<file path="config.mk">
export PLATFORM = sky130hd
export DESIGN_NAME = grading_line_sequencer
export DESIGN_NICKNAME = d
export VERILOG_FILES = /design/src/rtl/grading_line_sequencer.sv
export SDC_FILE = /design/constraint.sdc
export NUM_CORES = 1
export LEC_CHECK = 0
export CAP_MARGIN = 20
export CORE_MARGIN = 4
export CORE_UTILIZATION = 40
export CTS_CLUSTER_DIAMETER = 50
export DETAILED_ROUTE_END_ITERATION = 10
export GPL_TIMING_DRIVEN = 0
export HOLD_SLACK_MARGIN = 0.08
export PLACE_DENSITY = 0.67
export SLEW_MARGIN = 20
export SYNTH_ARGS = -nofsm -noshare
export SYNTH_HDL_FRONTEND = slang
export SYNTH_SLANG_ARGS = --single-unit
</file>
<file path="constraint.sdc">
create_clock -name clk -period 3.9 [get_ports clk]
set_input_delay 0.39 -clock clk [delete_from_list [all_inputs] [get_ports clk]]
set_output_delay 0.39 -clock clk [all_outputs]
set_load 0.005 [all_outputs]
</file>
<file path="src/rtl/grading_line_sequencer.sv">
// grading_line_sequencer: item-driven settle, sample, grade, divert and tally for one grading station
module grading_line_sequencer #(
    parameter int SETTLE_CYCLES = 4,
    parameter int PULSE_CYCLES  = 8,
    parameter int CLEAR_TIMEOUT = 64,
    parameter int CNT_W         = 8
) (
    input  logic             clk,
    input  logic             rst_n,
    input  logic             enable_i,
    input  logic             item_present_i,
    input  logic             weight_ok_i,
    input  logic             size_ok_i,
    input  logic             color_ok_i,
    input  logic             clear_counts_i,
    input  logic             fault_ack_i,
    output logic             gate_high_o,
    output logic             gate_medium_o,
    output logic             gate_low_o,
    output logic             gate_reject_o,
    output logic             grade_valid_o,
    output logic [1:0]       grade_o,
    output logic             busy_o,
    output logic             fault_o,
    output logic [CNT_W-1:0] cnt_high_o,
    output logic [CNT_W-1:0] cnt_medium_o,
    output logic [CNT_W-1:0] cnt_low_o,
    output logic [CNT_W-1:0] cnt_reject_o,
    output logic [2:0]       state_o
);
    typedef enum logic [2:0] {
        IDLE       = 3'd0,
        SETTLE     = 3'd1,
        CLASSIFY   = 3'd2,
        DIVERT     = 3'd3,
        WAIT_CLEAR = 3'd4,
        FAULT      = 3'd5
    } state_t;

    localparam logic [15:0] SETTLE_LAST = 16'(SETTLE_CYCLES - 1);
    localparam logic [15:0] PULSE_LAST  = 16'(PULSE_CYCLES - 1);
    localparam logic [15:0] CLEAR_LAST  = 16'(CLEAR_TIMEOUT - 1);

    state_t           state;
    logic [15:0]      timer;
    logic [1:0]       grade;
    logic [1:0]       sensed_grade;
    logic [CNT_W-1:0] cnt [4];

    assign sensed_grade = !weight_ok_i ? 2'd0 : !size_ok_i ? 2'd1 : color_ok_i ? 2'd3 : 2'd2;

    // Item sequencing; the grade is latched once, on the edge that leaves SETTLE
    always_ff @(posedge clk or negedge rst_n) begin
        if (!rst_n) begin
            state <= IDLE;
            timer <= '0;
            grade <= 2'd0;
        end else begin
            case (state)
                IDLE: begin
                    if (enable_i && item_present_i) begin
                        state <= SETTLE;
                        timer <= '0;
                    end
                end
                SETTLE: begin
                    if (!item_present_i) begin
                        state <= IDLE;
                    end else if (timer == SETTLE_LAST) begin
                        state <= CLASSIFY;
                        grade <= sensed_grade;
                    end else begin
                        timer <= timer + 16'd1;
                    end
                end
                CLASSIFY: begin
                    state <= DIVERT;
                    timer <= '0;
                end
                DIVERT: begin
                    if (timer == PULSE_LAST) begin
                        state <= WAIT_CLEAR;
                        timer <= '0;
                    end else begin
                        timer <= timer + 16'd1;
                    end
                end
                WAIT_CLEAR: begin
                    if (!item_present_i) begin
                        state <= IDLE;
                    end else if (timer == CLEAR_LAST) begin
                        state <= FAULT;
                    end else begin
                        timer <= timer + 16'd1;
                    end
                end
                FAULT: begin
                    if (fault_ack_i && !item_present_i) state <= IDLE;
                end
                default: state <= IDLE;
            endcase
        end
    end

    // Per-grade tallies: bumped while in CLASSIFY, saturating, with clear taking priority
    always_ff @(posedge clk or negedge rst_n) begin
        if (!rst_n) begin
            for (int i = 0; i < 4; i++) cnt[i] <= '0;
        end else if (clear_counts_i) begin
            for (int i = 0; i < 4; i++) cnt[i] <= '0;
        end else if (state == CLASSIFY && cnt[grade] != {CNT_W{1'b1}}) begin
            cnt[grade] <= cnt[grade] + 1'b1;
        end
    end

    assign gate_high_o   = state == DIVERT && grade == 2'd3;
    assign gate_medium_o = state == DIVERT && grade == 2'd2;
    assign gate_low_o    = state == DIVERT && grade == 2'd1;
    assign gate_reject_o = state == DIVERT && grade == 2'd0;
    assign grade_valid_o = state == CLASSIFY;
    assign grade_o       = grade;
    assign busy_o        = state != IDLE;
    assign fault_o       = state == FAULT;
    assign state_o       = state;
    assign cnt_high_o    = cnt[3];
    assign cnt_medium_o  = cnt[2];
    assign cnt_low_o     = cnt[1];
    assign cnt_reject_o  = cnt[0];
endmodule

</file>
==> flow_results.org, run 1 <==
** Run status
- Status :: finished clean

** Clocking
- Post-CTS setup repair buffer count :: 0
- The tree built by TritonCTS fans out to 53 sinks.
- The clock reaches the later pin of the worst-skew pair after 0.31 ns.
- Counting along the longest clock path gives a buffer depth of 2.
- Clock-pin slew was measured on the worst setup and hold paths at 0.10 ns.
- In this run, post-CTS repair resized a total of 0 instances.
- TritonCTS built the clock tree.
- Hold buffers post-CTS :: 0
- Number of H-tree levels :: 2
- Counting the buffers created by CTS gives 5.
- Clock Root Buffer :: sky130_fd_sc_hd__clkbuf_8

** Timing
- The number of pins with negative max-slew slack in the final report came to 0.
- Setup violations remaining at the end of the flow were counted as 0.
- In the post-route analysis, the smallest setup slack over all paths is 0.960 ns.
- The number of hold violations in the final report is 0.
- Fmax achieved :: 340 MHz
- The worst path in the final design needs a cycle of 2.94 ns, including I/O delays and setup.
- Worst Max-Slew Pin Slew :: 0.689 ns
- Max_slew headroom :: 54.1%
- After layout, the worst path uses 75.4% of the clock period.
- Setup repair after global routing left no endpoint under its margin.
- Setup TNS :: 0 ns
- Layout Skew :: 0.00912 ns

** Global route
- Antenna violations before repair :: 0
- First-pass GRT wire length :: 12.0 mm
- Maximum number of pins on one net before global-route repair :: 54
- Global Route Usage Sum :: 17.1%
- Sum of overflow across all layers after global routing :: 0
- Vias in the first global route :: 2337

** Critical path
- At the worst endpoint, the required time is 4.09 ns.
- The critical path in this run is classified as flop to flop.
- Kind of launch point of the worst setup path :: flop
- In this design, the stage delay of the slowest critical-path cell is 0.59 ns.
- STA puts the critical path data arrival time at 3.13 ns.
- Largest fanout on the critical path :: 10
- CP max-delay cell :: sky130_fd_sc_hd__mux4_2
- List of cells traversed by the critical path :: buf_2 -> buf_6 -> mux4_2 -> ha_1 -> nand2_1 -> o22ai_1 -> and4_4 -> nor4_4 -> buf_4 -> mux2i_1 -> nor2_1
- STA classifies the critical path endpoint as a flop.

** Synthesis
- Cell Area, Synth :: 3050 um^2
- Summing the areas of all and, or, nand and nor instances in the mapped netlist gives 22.2% of the synthesized area.
- In the synthesized netlist the async set-or-reset flop fraction comes to 100%.
- Yosys mapped a number of flops with a built-in enable equal to 0.
- The Yosys step of the flow raised 0 warnings.
- Multiplexer area fraction after synthesis :: 13.5%
- Summing the areas of all compound-gate instances in the mapped netlist gives 13.4% of the synthesized area.
- Share of the synthesized netlist area taken by xor and xnor gates :: 2.01%
- Synthesized area divided by synthesized cell count :: 10.3 um^2
- Post-synthesis cell count :: 296
- Counting every net in the synthesized netlist gives 308.
- Among all flip-flop cells after synthesis, the most frequent one is sky130_fd_sc_hd__dfrtp_1.
- Adder and majority cell fraction of the synthesized area :: 1.23%
- Sequential cells were found to cover 43.5% of the synthesized design area.
- Number of flip-flops and latches in the synthesized netlist :: 53
- The number of different library cells used by synthesis comes to 54.
- Largest family of logic cells by synthesized area :: simple AND/OR/NAND/NOR gates

** Route
- Number of remaining DRC errors :: 0
- Length of the first detailed-routing pass in iterations :: 4
- Dividing the detail-routed via count by the number of cells gives 5.42.
- After detailed routing, the total wire length is 7.41 mm.
- Detailed routing inserted a total of 2466 vias.
- Drt wl/cell :: 16.3 um
- Once detail routing completed, the nets flagged for antenna violations numbered 0.
- Iteration-0 DRC count of the detailed router :: 139

** Layout
- Of the cells placed in the final design, the portion with a size suffix greater than 1 is 12.4%.
- Leaving out fill and tap cells, the most frequent cell in the layout is sky130_fd_sc_hd__dfrtp_1.
- Antenna cells :: 0
- Number of nets at the end of the flow :: 367
- The library cells used most frequently in the layout, excluding fill and tap cells, are 53 x sky130_fd_sc_hd__dfrtp_1, 51 x sky130_fd_sc_hd__clkdlybuf4s50_1, 43 x sky130_fd_sc_hd__nor2_1.
- Layout-stage area growth over the synthesis result :: 24.0%

** Power
- Sequential Power Share :: 37.0%
- For this design the static power due to leakage is 1.50 nW.
- Dividing total power by cell area gives a power density of 465 nW/um^2.
- Fraction of power consumed by the clock network :: 18.0%
- Cell internal power was estimated by the tool at 0.00106 W.
- IR analysis of the VDD net gives a maximum drop of 208 uV.
- Of the total power, combinational logic draws 45.0%.
- Total net switching power :: 0.000693 W
- Net switching is 39.5% of the power.
- After layout, the design draws a total of 0.00175 W.

** Floorplan
- Io pins :: 53
- Effective utilization at floorplan :: 41.5%
- The floorplan step set the die width to 95.3 um.
- From bottom edge to top edge, the die measures 95.3 um.
- The die covers 9070 um^2.
- Std cell rows :: 31
- The core region is 7330 um^2.

** Placed design
- Input/output buffers :: 52
- Gpl congestion :: 0.848
- Worst Setup Slack post-DPL :: 0.961 ns
- Once detailed placement completed, the half-perimeter wirelength came to 5.40 mm.

** Run
- Max-cap violations :: 0

** Min path
- HP Class :: primary input to asynchronous set/reset pin
==> layout make-up <==
class | instances | area [um^2]
buffer | 14 | 88.8
clock buffer | 6 | 72.6
clock inverter | 2 | 15.0
fill | 664 | 3560
inverter | 10 | 37.5
multi-input combinational | 219 | 1590
sequential | 53 | 1330
tap | 99 | 124
timing repair buffer | 52 | 518
==> stage by stage <==
stage | instances | hold slack [ns] | instance area [um^2] | utilization (%)
after floorplan | 296 | 0.0944 | 3050 | -
after global placement | 447 | 0.532 | 3690 | 50.3
after detailed placement | 447 | 0.480 | 3690 | 50.3
after CTS | 455 | 0.143 | 3770 | 51.5
after global routing | 455 | 0.170 | 3770 | 51.5
final | 455 | 0.112 | 3770 | 51.5
==> cell families (layout without fill, tap and decap cells) <==
| kind of cell | after synthesis | count (layout) |
|---|---|---|
| AO/OA/AOI/OAI | 56 | 56 |
| XOR/XNOR | 7 | 7 |
| adder cells (fa/ha/maj) | 3 | 3 |
| buffers and inverters | 24 | 84 |
| flip-flops | 53 | 53 |
| multiplexers | 32 | 32 |
| AND/OR/NAND/NOR | 121 | 121 |
==> state kept, by name, summed over array words and instances (netlist names) <==
| name | cells |
|---|---|
| cnt_medium_o | 8 |
| timer | 16 |
| grade_o | 2 |
| cnt_low_o | 8 |
| cnt_reject_o | 8 |
| cnt_high_o | 8 |
| state_o | 3 |
==> synthesized netlist by cell type (all sizes together), types with 4 or more instances <==
library cell / number / area share, %
clkbuf: 5 / 0.62
nor2b: 4 / 0.82
nand3: 14 / 2.5
mux2i: 23 / 7.6
mux4: 7 / 5.2
xnor2: 4 / 1.2
a211oi: 12 / 3.0
a22o: 6 / 1.8
buf: 9 / 2.3
nand2: 21 / 2.6
nor3: 10 / 1.6
a21oi: 6 / 0.99
dfrtp: 53 / 44
nor2: 44 / 5.5
o21ai: 16 / 2.6
or4: 5 / 1.4
inv: 10 / 1.2
nor4: 7 / 3.9
==> critical path: cells and delay by family, from the launching register on <==
family	cells	cell delay (ns)
fa+ha+maj	1	0.29
mux	2	0.79
simple gates	4	0.55
buf+inv	3	0.70
compound gates	1	0.09
flops	1	0.38
==> power by group through the flow <==
stage	Combinational (W)	Sequential (W)	Clock, W
after floorplan	0.000530	0.000650	0
after global placement	0.000779	0.000658	0
after detailed placement	0.000793	0.000660	0
after CTS	0.000797	0.000649	0.000323
after global routing	0.000880	0.000659	0.000349
final	0.000790	0.000649	0.000315
==> final timing paths <==
| check | start | end | slack (ns) | depth (start not counted) |
|---|---|---|---|---|
| max in group asynchronous | rst_n | cnt_high_o[4] | 3.33 | 1 |
| min reg2reg | cnt_high_o[4] | cnt_high_o[4] | 0.56 | 2 |
| max | grade_o[0] | cnt_high_o[3] | 0.96 | 11 |
| min in group clk | cnt_high_o[4] | cnt_high_o[4] | 0.56 | 2 |
| min | rst_n | timer[9] | 0.11 | 1 |
| max reg2reg | grade_o[0] | cnt_high_o[3] | 0.96 | 11 |
==> layer usage <==
| metal | vias up | GRT usage (%) | part of all wire (%) |
|---|---|---|---|
| li1 | 1201 | - | - |
| met1 | 1205 | 24.2 | 47 |
| met2 | 54 | 27.5 | 48 |
| met3 | 6 | 2.68 | 3.8 |
| met4 | 0 | 3.97 | 0.92 |
| met5 | - | 0 | 0 |
No activity file was read; power rests on OpenSTA's default activity.
==> run 2, diff against run 1 <==
==> constraint.sdc (replaced) <==
create_clock -name clk -period 3 [get_ports clk]
set_input_delay 0.3 -clock clk [delete_from_list [all_inputs] [get_ports clk]]
set_output_delay 0.3 -clock clk [all_outputs]
set_load 0.005 [all_outputs]
==> run 2 against run 1 <==
Against the previous run: largest power group unchanged; total power increased by 32%; worst setup slack got worse by 0.81 ns; highest routed layer unchanged; first-iteration DRC count up 2.9%; critical path depth stayed put; die area did not move; critical endpoint is now cnt_medium_o[4]; flip-flop and latch count unchanged.
==> flow_results.org, run 2 (same netlist as run 1, synthesis figures left out) <==
** Clocking
- The clock insertion delay at the later pin of the skew report was 0.31 ns (about the same).
- Clock tree from TritonCTS :: done (unchanged)
- Clock Root Buffer :: sky130_fd_sc_hd__clkbuf_8 (unchanged)
- Number of buffers created by CTS :: 5 (unchanged)
- The buffer depth of the longest clock path was 2 (unchanged).
- Number of H-tree levels :: 2 (unchanged)
- The clock sink count was 53 (unchanged).
- The clock transition at the registers of the reported paths was 0.10 ns (about the same).

** Layout
- The number of antenna diodes came to 0 (unchanged).
- The non-filler instance count after layout came to 461 (was 455).
- Most common cell after layout, fill and taps aside :: sky130_fd_sc_hd__dfrtp_1 (unchanged)
- The finished layout cell area came to 3850 um^2 (was 3770 um^2).
- Number of nets at the end of the flow :: 373 (was 367)
- Highest-count cells in the layout ignoring fill and taps: 53 x sky130_fd_sc_hd__dfrtp_1, 51 x sky130_fd_sc_hd__clkdlybuf4s50_1, 43 x sky130_fd_sc_hd__nor2_1 (unchanged).
- The combined area of the multi-input logic cells was 1600 um^2 (was 1590 um^2).
- Proportion of layout cells with a drive suffix above 1 :: 13.8% (was 12.4%)
- Register with the most flip-flops :: timer (unchanged)
- The area growth from synthesis to layout came to 26.3% (was 24.0%).
- Fill cell instance count of the final layout :: 668 (was 664)
- Area of all sequential standard cells :: 1330 um^2 (unchanged)
- Max reg flops :: 16 (unchanged)

** Placed design
- DP Cell Count :: 447 (unchanged)
- The routability congestion estimate from global placement came to 0.848 (unchanged).
- Sum of net half-perimeters after detailed placement :: 5.40 mm (unchanged)
- The count of input and output buffers came to 52 (unchanged).
- The instance area at placement came to 3690 um^2 (unchanged).

** Timing
- The transition time of the tightest slew-check pin is 0.684 ns (was 0.689 ns).
- Layout Skew :: 0.00974 ns (was 0.00912 ns)
- The tightest slew margin relative to the limit came to 54.4% (was 54.1%).
- The share of the clock period used by the worst path is 94.9% (was 75.4%).
- The fmax was 351 MHz (was 340 MHz).
- Final Max Slew Viols :: 0 (unchanged)
- Final worst path period need :: 2.85 ns (was 2.94 ns)
- The number of hold violations in the final report was 0 (unchanged).
- The final-report setup violation count came to 0 (unchanged).
- WHS :: 0.561 ns (was 0.112 ns)

** Power
- Overall Power :: 0.00232 W (was 0.00175 W)
- Sw Share :: 39.4% (was 39.5%)
- Sequential Power Share :: 36.4% (was 37.0%)
- Internal power :: 0.00141 W (was 0.00106 W)
- The worst-case vdd ir drop came to 273 uV (was 208 uV).
- LEAKAGE :: 1.53 nW (was 1.50 nW)
- The switching power of the nets was 0.000914 W (was 0.000693 W).
- The combinational share of power is 45.9% (was 45.0%).
- The share of power burned in the clock network came to 17.7% (was 18.0%).
- The power per unit of standard cell area came to 603 nW/um^2 (was 465 nW/um^2).

** Floorplan
- Area of the die :: 9070 um^2 (unchanged)
- Die outline width :: 95.3 um (unchanged)
- Core region area :: 7330 um^2 (unchanged)
- The initial core utilization came to 41.5% (unchanged).
- The vertical die dimension is 95.3 um (unchanged).
- Std cell rows :: 31 (unchanged)
- The I/O pin count is 53 (unchanged).

** Global route
- Maximum number of pins on one net before global-route repair :: 54 (unchanged)
- The via count of the first global-routing pass was 2345 (was 2337).
- Sum of overflow across all layers after global routing :: 0 (unchanged)
- The first-pass GRT wire length was 12.1 mm (was 12.0 mm).
- Global Route Usage Sum :: 17.1% (about the same)
- Antenna violations before repair :: 0 (unchanged)

** Critical path
- List of cells traversed by the critical path :: buf_6 -> buf_8 -> mux4_2 -> ha_2 -> nand2_1 -> o22ai_1 -> and4_4 -> nor4_4 -> buf_4 -> mux2i_1 -> nor2_1 (was buf_2 -> buf_6 -> mux4_2 -> ha_1 -> nand2_1 -> o22ai_1 -> and4_4 -> nor4_4 -> buf_4 -> mux2i_1 -> nor2_1)
- The largest fanout on the critical path came to 10 (unchanged).
- Path type of the worst setup path :: flop to flop (unchanged)
- CP top delay family :: multiplexers (unchanged)
- The count of buffer and inverter cells on the critical path was 3 (unchanged).
- Critical path capture point type :: flop (unchanged)
- Worst EP arrival :: 3.03 ns (was 3.13 ns)
- CP max-delay cell :: sky130_fd_sc_hd__mux4_2 (unchanged)
- Worst path required time :: 3.18 ns (was 4.09 ns)
- Kind of launch point of the worst setup path :: flop (unchanged)
- The largest stage delay on the critical path came to 0.58 ns (was 0.59 ns).

** Route
- Routed via count :: 2498 (was 2466)
- Length of the first detailed-routing pass in iterations :: 4 (unchanged)
- The count of unresolved DRC violations after routing was 0 (unchanged).
- Routed wire length :: 7.59 mm (was 7.41 mm)
- Drt wl/cell :: 16.5 um (was 16.3 um)
- The ratio of routed vias to standard cells is 5.42 (about the same).
- Iteration-0 DRC count of the detailed router :: 143 (was 139)
- Post-detailed-route count of antenna-violating nets :: 0 (unchanged)

** Run
- Max-cap violations :: 0 (unchanged)

** Run status
- Status: finished clean (unchanged).

** Min path
- The class of the tightest hold or removal check was flop to flop (was primary input to asynchronous set/reset pin).
[run 2: cell count changes in the layout (fill, tap and decap cells not counted), sizes merged]
cell and change:
buf +5, dlygate4sd3 +1
[run 2: tightest hold or removal path: cells and delay by family, from the launching register on]
family / cells / cell delay, ns
DFF: 1 / 0.37
and+or+nand+nor: 1 / 0.08
muxes: 1 / 0.07
[run 2: area by class of cell]
| cell class | instances | area share, % |
|---|---|---|
| multi-input combinational | 219 | 41.5 |
| sequential | 53 | 34.5 |
| timing repair buffer | 58 | 14.7 |
| tap | 99 | 3.22 |
| buffer | 14 | 2.86 |
| clock buffer | 6 | 1.89 |
| inverter | 10 | 0.976 |
| clock inverter | 2 | 0.390 |
[run 2: worst paths after layout]
path | to | cells past startpoint | start | slack [ns]
worst min-delay path | cnt_medium_o[3] | 2 | cnt_medium_o[3] | 0.56
worst max register to register | cnt_medium_o[4] | 11 | grade_o[0] | 0.15
min in group asynchronous | timer[4] | 2 | rst_n | 0.57
max in group asynchronous | timer[6] | 2 | rst_n | 1.98
worst max-delay path | cnt_medium_o[4] | 11 | grade_o[0] | 0.15
worst min register to register | cnt_medium_o[3] | 2 | cnt_medium_o[3] | 0.56
[run 2: stage by stage]
| step | TNS, ns | setup slack [ns] | utilization [%] |
|---|---|---|---|
| 2_1_floorplan | 0 | 0.397 | - |
| 3_3_place_gp | -2.52 | -0.0502 | 50.3 |
| 3_5_place_dp | 0 | 0.0613 | 50.3 |
| 4_1_cts | 0 | 0.0348 | 51.6 |
| 5_1_grt | -0.0202 | -0.0199 | 52.5 |
| 6_report | 0 | 0.154 | 52.5 |
[run 2: power groups by stage]
stage	registers (W)	logic [W]	clock network, W
final	0.000845	0.00107	0.000410
after global routing	0.000856	0.00118	0.000454
after CTS	0.000844	0.00104	0.000420
after detailed placement	0.000858	0.00103	0
after global placement	0.000856	0.00101	0
after floorplan	0.000845	0.000688	0
[run 2: metal layers]
| metal | global-route usage [%] | part of all wire, % | wire (um) | vias to the layer above |
|---|---|---|---|---|
| met5 | 0 | 0 | 0 | - |
| met4 | 3.97 | 1.1 | 87 | 0 |
| met3 | 2.68 | 3.6 | 271 | 9 |
| met2 | 27.5 | 47 | 3570 | 49 |
| met1 | 24.3 | 48 | 3670 | 1225 |
| li1 | - | - | - | 1215 |
[run 2: what timing repair did]
action / in CTS / in global routing
buffers inserted: 0 / 4
gates resized for setup: 0 / 9
setup endpoints to repair: 0 / 28
endpoints found under the hold margin: 53 / 0
hold buffers: 1 / 0
